### src/rtl/rng_arbiter.sv
// ============================================================================
// Module   : rng_arbiter
// Purpose  : Round-robin sharing of one random source among several requesters,
//            with optional rejection sampling against a programmable bound.
// Revision : 1.0 - initial release
// ============================================================================
`default_nettype none

module rng_arbiter #(
  parameter int NUM_REQ   = 4,
  parameter int WIDTH     = 8,
  parameter int MAX_TRIES = 16
) (
  input  logic                       clock,
  input  logic                       nreset,
  input  logic [WIDTH-1:0]           rng_in,
  input  logic [WIDTH-1:0]           bound,
  input  logic [NUM_REQ-1:0]         req,
  output logic [NUM_REQ-1:0]         ack,
  output logic [WIDTH-1:0]           data_out,
  output logic                       err,
  output logic                       busy,
  output logic [$clog2(NUM_REQ)-1:0] grant_id
);

  localparam int c_ID_W  = $clog2(NUM_REQ);
  localparam int c_TRY_W = $clog2(MAX_TRIES) + 1;

  localparam logic [1:0] c_ST_IDLE   = 2'd0;
  localparam logic [1:0] c_ST_SAMPLE = 2'd1;
  localparam logic [1:0] c_ST_DONE   = 2'd2;

  logic [1:0]         r_state;
  logic [1:0]         w_state_nxt;
  logic [c_ID_W-1:0]  r_rr_ptr;
  logic [c_ID_W-1:0]  r_grant_id;
  logic [c_TRY_W-1:0] r_try_cnt;
  logic [NUM_REQ-1:0] r_ack;
  logic [WIDTH-1:0]   r_data_out;
  logic               r_err;
  logic               r_busy;

  logic [c_ID_W-1:0]  w_rr_nxt;
  logic [c_ID_W-1:0]  w_gid_nxt;
  logic [c_TRY_W-1:0] w_try_nxt;
  logic [NUM_REQ-1:0] w_ack_nxt;
  logic [WIDTH-1:0]   w_data_nxt;
  logic               w_err_nxt;
  logic               w_busy_nxt;

  logic               w_found;
  logic [c_ID_W-1:0]  w_pick;
  logic               w_accept;
  logic               w_last;
  logic               w_req_held;
  logic [c_ID_W-1:0]  w_gid_inc;

  // Modulo-NUM_REQ index; arguments never exceed 2*NUM_REQ-1.
  function automatic logic [c_ID_W-1:0] f_wrap(input int v);
    return (v >= NUM_REQ) ? c_ID_W'(v - NUM_REQ) : c_ID_W'(v);
  endfunction

  always_comb begin
    w_found = 1'b0;
    w_pick  = '0;
    for (int i = 0; i < NUM_REQ; i++) begin
      if (!w_found && req[f_wrap(int'(r_rr_ptr) + i)]) begin
        w_found = 1'b1;
        w_pick  = f_wrap(int'(r_rr_ptr) + i);
      end
    end
  end

  assign w_accept   = (bound == '0) || (rng_in < bound);
  assign w_last     = (r_try_cnt == c_TRY_W'(MAX_TRIES - 1));
  assign w_req_held = req[r_grant_id];
  assign w_gid_inc  = f_wrap(int'(r_grant_id) + 1);

  always_ff @(posedge clock) begin
    if (!nreset) begin
      r_state <= c_ST_IDLE;
    end else begin
      r_state <= w_state_nxt;
    end
  end

  always_comb begin
    w_state_nxt = r_state;
    case (r_state)
      c_ST_IDLE:   if (w_found) w_state_nxt = c_ST_SAMPLE;
      c_ST_SAMPLE: begin
        if (!w_req_held)             w_state_nxt = c_ST_IDLE;
        else if (w_accept || w_last) w_state_nxt = c_ST_DONE;
      end
      c_ST_DONE:   w_state_nxt = c_ST_IDLE;
      default:     w_state_nxt = c_ST_IDLE;
    endcase
  end

  // Next values of the registered outputs and bookkeeping counters.
  always_comb begin
    w_ack_nxt  = '0;
    w_data_nxt = r_data_out;
    w_err_nxt  = r_err;
    w_gid_nxt  = r_grant_id;
    w_rr_nxt   = r_rr_ptr;
    w_try_nxt  = r_try_cnt;
    w_busy_nxt = (w_state_nxt != c_ST_IDLE);
    case (r_state)
      c_ST_IDLE: begin
        if (w_found) begin
          w_gid_nxt = w_pick;
          w_try_nxt = '0;
        end
      end
      c_ST_SAMPLE: begin
        if (!w_req_held) begin
          w_rr_nxt = w_gid_inc;
        end else if (w_accept) begin
          w_data_nxt            = rng_in;
          w_err_nxt             = 1'b0;
          w_ack_nxt[r_grant_id] = 1'b1;
        end else if (w_last) begin
          w_data_nxt            = '0;
          w_err_nxt             = 1'b1;
          w_ack_nxt[r_grant_id] = 1'b1;
        end else begin
          w_try_nxt = r_try_cnt + c_TRY_W'(1);
        end
      end
      c_ST_DONE: w_rr_nxt = w_gid_inc;
      default: ;
    endcase
  end

  always_ff @(posedge clock) begin
    if (!nreset) begin
      r_rr_ptr   <= '0;
      r_grant_id <= '0;
      r_try_cnt  <= '0;
      r_ack      <= '0;
      r_data_out <= '0;
      r_err      <= 1'b0;
      r_busy     <= 1'b0;
    end else begin
      r_rr_ptr   <= w_rr_nxt;
      r_grant_id <= w_gid_nxt;
      r_try_cnt  <= w_try_nxt;
      r_ack      <= w_ack_nxt;
      r_data_out <= w_data_nxt;
      r_err      <= w_err_nxt;
      r_busy     <= w_busy_nxt;
    end
  end

  assign ack      = r_ack;
  assign data_out = r_data_out;
  assign err      = r_err;
  assign busy     = r_busy;
  assign grant_id = r_grant_id;

endmodule

`default_nettype wire

### config.mk
export PLATFORM = sky130hd
export DESIGN_NAME = rng_arbiter
export DESIGN_NICKNAME = d
export VERILOG_FILES = /design/src/rtl/rng_arbiter.sv
export SDC_FILE = /design/constraint.sdc
export NUM_CORES = 1
export LEC_CHECK = 0
export ABC_AREA = 1
export CORE_ASPECT_RATIO = 1.75
export CORE_MARGIN = 2
export CORE_UTILIZATION = 40
export DETAILED_ROUTE_END_ITERATION = 10
export PLACE_DENSITY_LB_ADDON = 0.05
export RECOVER_POWER = 100
export SLEW_MARGIN = 20
export SYNTH_ARGS = -nofsm -noshare
export SYNTH_HDL_FRONTEND = slang
export SYNTH_SLANG_ARGS = --single-unit
### constraint.sdc
create_clock -name clock -period 2 [get_ports clock]
set_input_delay 0.4 -clock clock [delete_from_list [all_inputs] [get_ports clock]]
set_output_delay 0.4 -clock clock [all_outputs]
set_load 0.02 [all_outputs]
==> results by stage, run 1 <==
Pwr:
- The analysis attributes to net switching a power of 0.928 mW.
- The combinational cell fraction of total power is roughly 52%.
- The share of total power dissipated in the clock network is 13.7%.
- The power density over the cells is 1020 nW/um^2.
- The leakage component of the power is between 1 and 1.5 nW.
- The cell internal power dissipation is approximately 1.2 mW.
- VDD sags by at most 0.804 mV.
- The power share of the sequential group is 34.1%.
- Of the total power, the share spent switching nets is ~43%.

Route:
- Detailed routing inserted a total of between 1k and 1.5k vias.
- The total iterations of the first detailed-routing run is 4.
- After detailed routing, the average wire length per cell comes to around 11 microns.
- The DRC violations left is 0.
- The final layout contains routed wiring with a total length of roughly 3500 microns.
- In this run the remaining antenna-violating nets after routing total 0.
- The detailed router's first-iteration violation count is 15.
- Using the TritonRoute via totals, the vias-per-cell ratio works out to 4.60.

Yosys:
- The mapped netlist covers 1490 sq um.
- Of the total synthesized cell area, the portion taken by AND, OR, NAND and NOR gates is a little under a third.
- Multiplexer cells account for 0% of the synthesized area.
- Summed over its instances, the top area cell type makes up 33.6% of the synthesized netlist area.
- The share of the Yosys chip area taken by registers is 33.6%.
- The most used flip-flop cell after synthesis is sky130_fd_sc_hd__dfxtp_1.
- The post-synthesis cell type with the largest combined area is sky130_fd_sc_hd__dfxtp_1.
- Sorting the synthesized cells by how often they occur yields sky130_fd_sc_hd__nand2_1, sky130_fd_sc_hd__inv_1, sky130_fd_sc_hd__dfxtp_1, sky130_fd_sc_hd__nor2_1, sky130_fd_sc_hd__a21oi_1.
- By area the synthesized netlist is led by sky130_fd_sc_hd__dfxtp_1, sky130_fd_sc_hd__nand2_1, sky130_fd_sc_hd__ha_1, sky130_fd_sc_hd__inv_1, sky130_fd_sc_hd__a21oi_1.
- The number of synthesis warnings is 0.
- The adder and majority gate portion of the synthesized area is 10.9%.
- The post-synthesis async set-or-reset flop share is 0%.
- The cell with the most instances after synthesis is sky130_fd_sc_hd__nand2_1.
- Counting distinct cell types in the post-synthesis netlist gives 27.
- Counting flops with a built-in enable in the synthesized netlist gives 0.
- Of the total synthesized cell area, the portion taken by XOR and XNOR cells is 1.17%.
- The register bit total from synthesis is 25.
- The post-synthesis instance total is 218.
- The post-synthesis area per instance is 6.84 sq um.
- The largest family of logic cells by synthesized area is simple AND/OR/NAND/NOR gates.
- Synthesis produced a netlist with a net count of 253.
- The synthesized netlist devotes 13.2% of its cell area to compound gates.

STA:
- Across the routed clock network, the largest skew measured is 3.49 ps.
- The number of failing setup endpoints in the final timing report is 0.
- For the finished layout, the period the worst path requires is 1890 ps.
- After layout, the worst path uses 94.3% of the clock period.
- Setup total negative slack on the finished layout was measured at 0 ps.
- For the pin with the worst max-slew slack, the measured transition is between 400 and 500 ps.
- The fmax is 530 MHz.
- The hold violation total from the final report is 0.
- The worst slew margin relative to its limit is 71.3%.
- The final count of pins violating max slew is 0.

Global routing:
- Across every metal layer, demand over resource in global routing totals roughly 17%.
- Entering global routing, the biggest net connects 16 pins.
- The number of global-route vias before repair is 1,406.
- The fraction of met1 tracks used by global routing is 16.2%.
- The met3 usage in global routing is 1.96%.
- The busiest layer in global routing is met2.
- The met2 track demand over resource in global routing is 35.6%.
- The initial antenna violation count is 0.
- The first global-routing pass estimated 5790 microns of wire.
- Global routing finished with a remaining overflow of 0.

Critical path:
- Tracing the worst setup path back leads to its startpoint at rng_in[6].
- Counting cells, the worst reg-to-reg path comes to 10.
- The worst register-to-register path begins at r_rr_ptr[0].
- The data required time of the critical path is 2170 ps.
- The worst register-to-register path ends at r_try_cnt[0].
- The category of the most critical setup path is in -> reg.
- The flop-to-flop setup slack is 200 ps.
- The maximum fanout count along the critical path is 7.
- Following the worst setup path forward leads to its endpoint at r_try_cnt[0].
- The kind of capture point of the worst setup path is a flip-flop.
- STA classifies the critical path startpoint as a primary input.
- STA puts the critical path data arrival time at 2050 ps.

Clock network:
- The worst-skew pair later-pin latency is 260 ps.
- The number of setup buffers added after CTS is 0.
- The clock sink count is 25.
- The CTS buffer count is 3.
- The CTS tree is yes.
- CTS built an H-tree with a depth of 1.
- The clock passes through at most 2 buffers.
- The clock transition at the registers of the reported paths is about 90 ps.
- The root buffer selected by CTS is sky130_fd_sc_hd__clkbuf_8.

Placement:
- Buffers placed on the I/O ports in this run total 37.
- The post-detailed-placement cell area is 2020 sq um.
- The routability congestion estimate from global placement is roughly 0.73.
- The total half-perimeter wirelength after legalization and detailed placement is ~2800 microns.

Cells and area:
- The number of filler cells placed in the layout is around 350.
- The share of cells above drive strength 1 is 15.1%.
- The number of antenna diodes in the final layout is 0.
- The final layout contains 308 nets.
- Compared with the post-synthesis result, the final layout area differs by 42.5%.
- The multi-input combinational cells in the finished layout cover a total of 858 sq um.
- The area occupied by registers is about 500 sq um.
- The final standard cell area without fillers is 2130 sq um.

Floorplan:
- The initial utilization of the core area, before any placement, comes to 41.5%.
- The placement row count is 29.
- Pin placement for this block handled 38 I/O pins.
- The floorplan step defined a die boundary enclosing 4250 sq um.
- The floorplan step set the die height to 84.8 microns.
- The chip width is around 50 microns.
- The standard cell core area is 3590 sq um.

Worst hold path:
- The type of the tightest min-delay check is reg -> reg.

Job:
- The tool flagged a number of max-cap violations equal to 0.

Status:
- The flow ran to the end, and the final reports show no timing, DRC or antenna violations.
-- routing by layer --
layer | routed length [microns] | vias to the layer above
li1 | - | 800
met1 | 1270 | 637
met2 | 2050 | 24
met3 | 125 | 2
met4 | 27 | 0
met5 | 0 | -
-- what timing repair did --
item / in CTS / in global routing
pin swaps: 0 / 10
hold buffers: 0 / 0
hold endpoints to repair: 0 / 0
endpoints found under the setup margin: 2 / 20
resized for setup: 1 / 17
-- worst max-delay path: stages --
cell and delay, ps:
sky130_fd_sc_hd__clkdlybuf4s50_1 450, sky130_fd_sc_hd__ha_1 290, sky130_fd_sc_hd__nand2_1 50, sky130_fd_sc_hd__nor2_1 140, sky130_fd_sc_hd__nor3_2 70, sky130_fd_sc_hd__nand2_2 90
sky130_fd_sc_hd__nand4_1 190, sky130_fd_sc_hd__nand2_4 180, sky130_fd_sc_hd__inv_4 60, sky130_fd_sc_hd__nor2_2 90, sky130_fd_sc_hd__nor2_2 30
-- flip-flops by register name, indices dropped and copies added, names as in the netlist --
signal	cells
ack	4
busy	1
data_out	8
err	1
grant_id	2
r_rr_ptr	2
r_state	2
r_try_cnt	5
-- power groups by stage --
| stage | logic (mW) | registers, mW | clock network [mW] |
|---|---|---|---|
| after global routing | 1.29 | 0.753 | 0.326 |
| after detailed placement | 1.16 | 0.750 | 0 |
| after CTS | 1.16 | 0.740 | 0.312 |
| final | 1.13 | 0.736 | 0.295 |
| after global placement | 1.15 | 0.750 | 0 |
| after floorplan | 0.755 | 0.774 | 0 |
-- kinds of logic after synthesis --
kind of cell | count (synthesis)
AND/OR/NAND/NOR | 101
buffers and inverters | 40
AO/OA/AOI/OAI | 37
flip-flops | 25
adder cells (fa/ha/maj) | 13
XOR/XNOR | 2
-- cells in the final DEF, fill, tap and decap left out, types with 2 or more instances in the layout --
cell type,instances
sky130_fd_sc_hd__ha_1,12
sky130_fd_sc_hd__nor4_1,2
sky130_fd_sc_hd__o21ai_0,14
sky130_fd_sc_hd__inv_1,34
sky130_fd_sc_hd__nand3_2,2
sky130_fd_sc_hd__dlygate4sd3_1,17
sky130_fd_sc_hd__nand3_1,16
sky130_fd_sc_hd__nand2_1,44
sky130_fd_sc_hd__nand2_2,5
sky130_fd_sc_hd__clkdlybuf4s50_1,10
sky130_fd_sc_hd__nor2_1,21
sky130_fd_sc_hd__buf_4,16
sky130_fd_sc_hd__nand2_4,2
sky130_fd_sc_hd__clkbuf_8,3
sky130_fd_sc_hd__dlymetal6s2s_1,10
sky130_fd_sc_hd__dfxtp_1,25
sky130_fd_sc_hd__nor2_2,5
sky130_fd_sc_hd__a21oi_1,18
-- stage by stage --
stage / cells / power [mW] / util (%) / hold WS [ps] / worst slack [ps]
2_1_floorplan: 218 / 1.53 / - / 455 / 385
3_5_place_dp: 314 / 1.91 / 56.3 / 451 / -286
4_1_cts: 318 / 2.22 / 57.7 / 466 / 8.90
5_1_grt: 318 / 2.37 / 59.2 / 493 / -0.614
6_report: 318 / 2.16 / 59.2 / 462 / 114
3_3_place_gp: 314 / 1.90 / 56.3 / 449 / -329
-- worst min-delay path by stage --
stage	startpoint	end	depth (start not counted)
2_1_floorplan	r_try_cnt[3]	r_try_cnt[3]	2
3_3_place_gp	err	err	1
3_5_place_dp	data_out[0]	data_out[0]	2
4_1_cts	data_out[0]	data_out[0]	2
5_1_grt	data_out[2]	data_out[2]	2
6_report	data_out[0]	data_out[0]	2
-- layout make-up --
cell class | count | area share, %
Clock inverter | 1 | 0.353
Clock buffer | 3 | 1.94
Timing Repair Buffer | 54 | 24.6
Sequential cell | 25 | 23.5
Tap cell | 46 | 2.71
Inverter | 36 | 6.47
Multi-Input combinational cell | 153 | 40.4
No activity file was read; power rests on OpenSTA's default activity.
==> run 2, diff against run 1 <==
--- a/config.mk
+++ b/config.mk
@@ -8,7 +8,7 @@
 export ABC_AREA = 1
 export CORE_ASPECT_RATIO = 1.75
 export CORE_MARGIN = 2
-export CORE_UTILIZATION = 40
+export CORE_UTILIZATION = 48
 export DETAILED_ROUTE_END_ITERATION = 10
 export PLACE_DENSITY_LB_ADDON = 0.05
 export RECOVER_POWER = 100
==> results by stage, run 2 (synthesized netlist as in run 1, its figures left out) <==
Critical path:
- The flop-to-flop setup slack is between 300 and 400 ps.
- The category of the most critical setup path is in -> reg.
- STA classifies the critical path startpoint as a primary input.
- Of all nets on the critical path, the largest fanout is 9.
- The data required time of the critical path is 2200 ps.
- The kind of capture point of the worst setup path is a flip-flop.
- Data arrives at the worst endpoint at ~2100 ps.

Placement:
- Detailed placement finished with a half-perimeter wire length of 2720 microns.
- At the end of routability-driven placement, the weighted congestion stood at 0.786.
- In this run the cell area measured after placement is approximately 2000 sq um.
- The port buffer count is 37.

Clock network:
- The CTS tree is yes.
- The tree is rooted in a sky130_fd_sc_hd__clkbuf_8.
- The clock passes through at most 2 buffers.
- The clock transition at the registers of the reported paths is 90 ps.
- The worst-skew pair later-pin latency is 270 ps.
- TritonCTS created 3 clock buffers.
- For this design, the CTS-stage hold fixing added 0 buffers.
- CTS built an H-tree with a depth of 1.
- The clock net in this run drives a total of 25 sinks.

Worst hold path:
- The min-delay analysis places its worst path in the category reg -> reg.

STA:
- Of the available clock period, the critical path in the final layout requires 94.6%.
- For the final database, setup skew stands at 3.05 ps.
- The fmax is around 530 MHz.
- Headroom to the max-slew limit came out at about three quarters.
- On the final layout, the worst hold slack is 460 ps.
- The final count of pins violating max slew is 0.
- The worst path in the final design needs a cycle of 1890 ps, including I/O delays and setup.
- The worst-margin pin slew is about 380 ps.
- The hold violation total from the final report is 0.
- Setup violations remaining at the end of the flow were counted as 0.

Route:
- The detailed router's first-iteration violation count is 28.
- After detailed routing, the number of remaining DRC violations is 0.
- In the routed layout, each cell is associated on average with a via count of 4.97.
- Once detail routing completed, the nets flagged for antenna violations numbered 0.
- For this block, the via count after detailed routing is between 1k and 1.5k.
- The first TritonRoute pass finished after 4 iterations.
- The final routed wirelength across all metal layers is 3540 microns.
- In the final routed layout, each cell accounts on average for 11.8 microns.

Pwr:
- Dividing total power by cell area gives a power density of 1040 nW/um^2.
- IR analysis of the VDD net gives a maximum drop of 0.822 mV.
- The leakage component of the power is about 1.1 nW.
- The total power of the final layout is 2.22 mW.

Cells and area:
- The number of nets in the final layout is 308.
- The count of inserted antenna diode cells is 0.
- From synthesis to final layout, the design area changed by 43.2%.
- The layout has 256 filler cells.
- The final standard cell area without fillers is 2140 sq um.
- The leading cell type in the layout, fill and taps excluded is sky130_fd_sc_hd__nand2_1.
- The share of cells above drive strength 1 is 16.5%.
- Leaving out fill and tap cells, the most frequent cells in the layout are sky130_fd_sc_hd__nand2_1, sky130_fd_sc_hd__inv_1, sky130_fd_sc_hd__dfxtp_1.
- The register with the most flip-flops in the layout has 8 of them.

Floorplan:
- The core region is 2930 sq um.
- From left edge to right edge, the die measures roughly 46 microns.
- The initial standard-cell utilization of the core is about half.
- The die covers between 3000 and 4000 sq um.
- During I/O placement, the number of pins put on the boundary was 38.
- In this run the core area contains 26 standard-cell rows.
- The vertical die dimension is 77.7 microns.

Global routing:
- The wire length of the first global-routing pass is about 5700 microns.
- The pin count of the biggest net entering global routing is 16.
- The initial antenna violation count is 0.
- The total global routing track utilization is a little over a fifth.
- For this run the aggregate overflow at the end of global routing stands at 0.
- The number of global-route vias before repair came to 1,480.

Job:
- Across the run, the number of max-cap violations was 0.

Status:
- The run finished with clean final reports.
[run 2: where the power goes]
group	total [mW]	switching (mW)	internal [mW]
clock	0.306	0.164	0.141
sequential	0.739	0.116	0.622
combinational	1.18	0.700	0.480
[run 2: cell type report]
cell class / count / area (sq um) / area share [%]
Clock buffer: 3 / 41.3 / 1.93
Clock inverter: 1 / 7.51 / 0.351
Inverter: 36 / 140 / 6.56
Multi-Input combinational cell: 153 / 885 / 41.4
Sequential cell: 25 / 502 / 23.5
Tap cell: 28 / 35.0 / 1.64
Timing Repair Buffer: 54 / 526 / 24.6
[run 2: metal layers]
layer | track usage (%) | routed length, microns | up-vias
met5 | 0 | 0 | -
met4 | 6.86 | 53 | 0
met3 | 3.49 | 129 | 5
met2 | 41.4 | 1990 | 30
met1 | 19.7 | 1360 | 653
li1 | - | - | 804
[run 2: per-stage QoR]
step / setup TNS [ps] / cells / utilization (%) / setup slack [ps]
global route: -34.1 / 300 / 72.9 / -17.3
finish: 0 / 300 / 72.9 / 107
global placement: -4820 / 296 / 68.3 / -259
CTS: 0 / 300 / 70.0 / 0.595
floorplan: 0 / 218 / - / 385
detailed placement: -5320 / 296 / 68.3 / -290
[run 2: path summary, 6_finish.rpt]
path,start,to,cells past startpoint
max,rng_in[4],data_out[0],9
min,data_out[4],data_out[4],2
min reg2reg,data_out[4],data_out[4],2
max reg2reg,r_rr_ptr[0],r_try_cnt[0],10
[run 2: what timing repair did]
item,4_1_cts,5_1_grt
setup endpoints to repair,4,22
buffers inserted,0,0
gates resized for setup,1,26
pin swaps,0,7
[run 2: worst max-delay path, cell delays in order]
cell and delay [ps]:
sky130_fd_sc_hd__clkdlybuf4s50_1 450, sky130_fd_sc_hd__ha_2 210, sky130_fd_sc_hd__a21oi_2 120, sky130_fd_sc_hd__nor2_1 50, sky130_fd_sc_hd__nor3_2 200, sky130_fd_sc_hd__nand2_2 90, sky130_fd_sc_hd__nand2_1 240, sky130_fd_sc_hd__nand3_1 140
sky130_fd_sc_hd__a21oi_1 170
